`config.mk`:
```
export PLATFORM = sky130hd
export DESIGN_NAME = iterative_shifter
export DESIGN_NICKNAME = d
export VERILOG_FILES = /design/src/rtl/shifter_pkg.sv /design/src/rtl/iterative_shifter_shift_step.sv /design/src/rtl/iterative_shifter.sv
export SDC_FILE = /design/constraint.sdc
export NUM_CORES = 1
export LEC_CHECK = 0
export CORE_MARGIN = 2
export CORE_UTILIZATION = 55
export CTS_CLUSTER_DIAMETER = 80
export DETAILED_ROUTE_END_ITERATION = 12
export PLACE_DENSITY = 0.91
export SLEW_MARGIN = 20
export SYNTH_ARGS = -nofsm -noshare
export SYNTH_HDL_FRONTEND = slang
export SYNTH_HIERARCHICAL = 1
export SYNTH_SLANG_ARGS = --single-unit
```
`constraint.sdc`:
```
create_clock -name clk -period 3.7 [get_ports clk]
set_clock_uncertainty 0.1 [all_clocks]
set_input_delay 0.74 -clock clk [delete_from_list [all_inputs] [get_ports clk]]
set_output_delay 0.74 -clock clk [all_outputs]
set_load 0.03 [all_outputs]
```
`src/rtl/shifter_pkg.sv`:
```
// ============================================================================
//  Module   : shifter_pkg
//  Brief    : Shared operation/state encodings for the iterative shifter.
//  Revision : 1.0
// ============================================================================
`default_nettype none

package shifter_pkg;

  typedef enum logic [1:0] {
    OP_SLL = 2'b00,
    OP_SRL = 2'b01,
    OP_SRA = 2'b10,
    OP_ROL = 2'b11
  } shift_op_t;

  typedef enum logic [1:0] {
    IDLE  = 2'd0,
    SHIFT = 2'd1,
    DONE  = 2'd2
  } state_t;

endpackage : shifter_pkg

`default_nettype wire

```
`src/rtl/iterative_shifter_shift_step.sv`:
```
// ============================================================================
//  Module   : shift_step
//  Brief    : Combinational single-step shifter, 0..STEP positions per call.
//             Rotate path present only when SHIFTER_ROTATE_EN is defined.
//  Revision : 1.0
// ============================================================================
`default_nettype none

module shift_step
  import shifter_pkg::*;
#(
  parameter int WIDTH = 32,
  parameter int STEP  = 4,
  parameter int KW    = $clog2(STEP + 1)
) (
  input  logic [WIDTH-1:0] i_data,
  input  logic [KW-1:0]    i_amt,
  input  logic [1:0]       i_op,
  input  logic             i_sign,
  output logic [WIDTH-1:0] o_data
);

  logic [WIDTH-1:0] w_fill;

  // Mask of the vacated upper bits, used to sign-extend arithmetic shifts.
  assign w_fill = ~({WIDTH{1'b1}} >> i_amt);

`ifdef SHIFTER_ROTATE_EN
  logic [2*WIDTH-1:0] w_dbl;
  assign w_dbl = {i_data, i_data} << i_amt;
`endif

  always_comb begin
    o_data = i_data << i_amt;
    case (shift_op_t'(i_op))
      OP_SRL: o_data = i_data >> i_amt;
      OP_SRA: o_data = (i_data >> i_amt) | (i_sign ? w_fill : '0);
`ifdef SHIFTER_ROTATE_EN
      OP_ROL: o_data = w_dbl[2*WIDTH-1:WIDTH];
`endif
      default: o_data = i_data << i_amt;
    endcase
  end

endmodule : shift_step

`default_nettype wire

```
`src/rtl/iterative_shifter.sv`:
```
// ============================================================================
//  Module   : iterative_shifter
//  Brief    : Multi-cycle SLL/SRL/SRA (+ROL with SHIFTER_ROTATE_EN) unit,
//             at most STEP positions per clock, valid/ready on both sides.
//  Revision : 1.0
// ============================================================================
`default_nettype none

module iterative_shifter
  import shifter_pkg::*;
#(
  parameter int WIDTH = 32,
  parameter int STEP  = 4,
  parameter int SHW   = $clog2(WIDTH)  // derived; leave at default
) (
  input  logic             clk,
  input  logic             rst_n,
  input  logic             in_valid,
  output logic             in_ready,
  input  logic [WIDTH-1:0] data_in,
  input  logic [SHW-1:0]   shamt,
  input  logic [1:0]       op,
  output logic             out_valid,
  input  logic             out_ready,
  output logic [WIDTH-1:0] result,
  output logic             busy
);

  localparam int           KW     = $clog2(STEP + 1);
  localparam logic [SHW:0] C_STEP = (SHW + 1)'(STEP);

  state_t           r_state;
  state_t           w_state_next;
  logic [WIDTH-1:0] r_work;
  logic [SHW-1:0]   r_rem;
  logic [1:0]       r_op;
  logic             r_sign;

  logic             w_in_ready;
  logic             w_accept;
  logic [SHW:0]     w_k;
  logic [SHW:0]     w_rem_ext;
  logic [WIDTH-1:0] w_step_out;

  // k = min(remaining, STEP), computed one bit wider so STEP == WIDTH fits.
  always_comb begin
    w_k       = ({1'b0, r_rem} < C_STEP) ? {1'b0, r_rem} : C_STEP;
    w_rem_ext = {1'b0, r_rem} - w_k;
  end

  assign w_in_ready = (r_state == IDLE) && rst_n;
  assign w_accept   = in_valid && w_in_ready;

  shift_step #(
    .WIDTH (WIDTH),
    .STEP  (STEP)
  ) u_shift_step (
    .i_data (r_work),
    .i_amt  (w_k[KW-1:0]),
    .i_op   (r_op),
    .i_sign (r_sign),
    .o_data (w_step_out)
  );

  always_ff @(posedge clk) begin
    if (!rst_n) begin
      r_state <= IDLE;
      r_work  <= '0;
      r_rem   <= '0;
      r_op    <= '0;
      r_sign  <= 1'b0;
    end else begin
      r_state <= w_state_next;
      if (w_accept) begin
        r_work <= data_in;
        r_rem  <= shamt;
        r_op   <= op;
        r_sign <= data_in[WIDTH-1];
      end else if (r_state == SHIFT) begin
        r_work <= w_step_out;
        r_rem  <= w_rem_ext[SHW-1:0];
      end
    end
  end

  always_comb begin
    w_state_next = r_state;
    in_ready     = w_in_ready;
    out_valid    = 1'b0;
    busy         = 1'b1;
    result       = r_work;
    case (r_state)
      IDLE: begin
        busy = 1'b0;
        if (w_accept) begin
          w_state_next = (shamt == '0) ? DONE : SHIFT;
        end
      end
      SHIFT: begin
        if (w_rem_ext == '0) begin
          w_state_next = DONE;
        end
      end
      DONE: begin
        out_valid = 1'b1;
        if (out_ready) begin
          w_state_next = IDLE;
        end
      end
      default: w_state_next = IDLE;
    endcase
  end

endmodule : iterative_shifter

`default_nettype wire

```
==> impl_metrics.yaml <==
power_and_ir_drop:
  power_density_nw_per_um2: 351
  vdd_drop_max_uv: 209
  swShare_pct: 41.6
  leakage_nw: 1.73
  p_int_mw: 1.08
  clockPowerShare_pct: 21.0
  power.switching_mw: 0.768
  pwr-share-comb_pct: 47.4
  seqPwrFrac_pct: 31.6
logic_synthesis:
  ys_types: 60
  synthCells: 506
  yosysTopAreaCell: "dfxtp_1"
  synth_top_area_share_pct: 18.9
  ys.flop_type: "dfxtp_1"
  ys_ff_latch: 42
  synthArstFlopShare_pct: 0
  yosysMostFrequentCell: "nand2_1"
  synth_area_sq_um: 4460
  synth-edff-count: 0
  synth_common_cells: "nand2_1 (87), nor2_1 (52), dfxtp_1 (42)"
  syn_nets: 552
  synthTopCellsByArea: "dfxtp_1 (19%), mux4_2 (13%), a311oi_2 (9.4%), mux2i_1 (7.6%), nand2_1 (7.3%)"
  seq_area_frac_synth_pct: 18.9
  yosys_warnings: 6
  avgSynthCellArea_sq_um: 8.81
status:
  outcome: "complete, no violations"
routing:
  wl_per_cell_microns: 18.9
  drtIter0Drc: 386
  ant_nets: 0
  dr_total_vias: 4363
  firstDrtPassIters: 6
  totalWireLength_microns: 12400
  drc: 0
  viasPerCell: 6.67
placement:
  hpwl_microns: 8550
  io_buffers: 77
  place.gp.congestion: 0.899
clock_tree:
  cts_root_buf: "clkbuf_8"
  cts_buffer_depth: 2
  cts_tree: "built"
  numCtsBuffers: 5
  cts_hold_buf: 0
  insertion_delay_ns: 0.31
  cts.repair.resized: 0
  postCtsSetupBuffers: 0
  path_clk_slew_ns: 0.10
  clkSinkCount: 42
  cts_max_level: 2
critical_path:
  reg2reg_from: "r_rem[3]"
  r2r_slack_ns: 0.68
  crit_path_end_kind: "output port"
  crit_required_ns: 2.86
  cp_max_fo: 2
  start_kind: "primary input"
  r2r-end: "result[31]"
  critPathLaunch: "rst_n"
  worstSetupPathType: "primary input to output port"
  reg2reg_depth: 10
  crit_arrival_ns: 2.22
sta:
  max_freq_mhz: 327
  fin_setup_tns_ns: 0
  finalCritPeriodShare_pct: 82.7
  final-setup-viol-count: 0
  relSlewSlack_pct: 36.4
  worst_pin_slew_ns: 0.954
  min_period_ns: 3.06
  drv_slew: 0
  rsz0062_at_grt: "no"
  hold_violations: 0
floorplan:
  fp.coreArea_sq_um: 7810
  die_w_microns: 94.0
  io_pins: 78
  rows: 32
  dieHeight_microns: 94.0
  floorplan.die_area_sq_um: 8840
  start_util_pct: 57.1
cells_and_area:
  postLayoutCoreUtil_pct: 67.3
  drive_gt1_share_pct: 18.5
  diodes: 0
  num-nets-final: 597
  syn2layout_area_growth_pct: 17.8
hold_path:
  hp-start: "r_sign"
  hold_end: "r_sign"
  hold_path_depth: 2
  hold_class: "flip-flop to flip-flop"
global_route:
  grt.overflow.total: 0
  grt_pass1_wl_microns: 20400
  grt_usage_pct: 28.3
  first_global_vias: 4174
  grt_max_degree: 65
  antenna_found_initial: 0
flow_run:
  maxCapViolCount: 0
power by group through the flow:
| stage | Combinational [mW] | Sequential, mW | Clock, mW |
|---|---|---|---|
| floorplan | 0.587 | 0.628 | 0 |
| global placement | 0.840 | 0.586 | 0 |
| detailed placement | 0.859 | 0.590 | 0 |
| CTS | 0.865 | 0.580 | 0.392 |
| global route | 0.939 | 0.592 | 0.399 |
| finish | 0.876 | 0.583 | 0.388 |
worst max-delay path by stage:
| stage | to | slack, ns | cells past startpoint |
|---|---|---|---|
| floorplan | result[31] | 1.13 | 11 |
| global placement | in_ready | 0.68 | 3 |
| detailed placement | in_ready | 0.64 | 3 |
| CTS | in_ready | 0.63 | 3 |
| global route | result[25] | 0.52 | 10 |
| finish | in_ready | 0.64 | 3 |
cells in the final DEF (no fill, tap or decap), types with 20 or more instances in the layout:
cell / instances
dfxtp_1: 42
o221ai_1: 20
a21oi_1: 23
nand2_1: 87
mux2i_1: 34
nor2_1: 52
clkdlybuf4s50_1: 77
a22oi_1: 25
a311oi_2: 28
mux4_2: 26
metal layers:
| layer | global-route usage, % | vias up | routed length [microns] |
|---|---|---|---|
| met5 | 0 | - | 0 |
| met4 | 6.64 | 0 | 170 |
| met3 | 3.61 | 20 | 858 |
| met2 | 47.7 | 219 | 6070 |
| met1 | 38.7 | 2100 | 5290 |
| li1 | - | 2024 | - |
registers in the layout (all words and copies together) (netlist names):
signal   flops
r_state      2
r_rem        5
r_sign       1
r_op         2
result      32
cell type report:
class | count | area, sq um
multi-input cells | 403 | 3260
fillers | 669 | 2550
repair buffers | 89 | 873
flip-flops and latches | 42 | 841
well taps | 102 | 128
clock buffers | 5 | 68.8
clock inverters | 3 | 45.0
inverters | 10 | 37.5
metrics by stage:
| stage | power, mW | setup slack (ns) | hold slack, ns | std cells | cell area [sq um] |
|---|---|---|---|---|---|
| after floorplan | 1.22 | 1.13 | 0.350 | 506 | 4460 |
| after global placement | 1.43 | 0.675 | 0.369 | 646 | 5140 |
| after detailed placement | 1.45 | 0.645 | 0.376 | 646 | 5140 |
| after CTS | 1.84 | 0.631 | 0.389 | 654 | 5260 |
| after global routing | 1.93 | 0.524 | 0.427 | 654 | 5260 |
| final | 1.85 | 0.640 | 0.392 | 654 | 5260 |
worst max-delay path, cell delays in order:
cell and delay [ns]:
clkdlybuf4s50_1 0.47, nor3b_2 0.27, clkdlybuf4s50_1 0.73
cell families after synthesis:
| group | Yosys count | share of synthesized area, % |
|---|---|---|
| buffers and inverters | 61 | 8.11 |
| AND/OR/NAND/NOR | 177 | 17.3 |
| XOR/XNOR | 1 | 0.196 |
| multiplexers | 81 | 27.1 |
| AO/OA/AOI/OAI | 140 | 27.5 |
| other | 1 | 0.0841 |
| adder cells (fa/ha/maj) | 3 | 0.842 |
| flip-flops | 42 | 18.9 |
No activity file was read; power rests on OpenSTA's default activity.
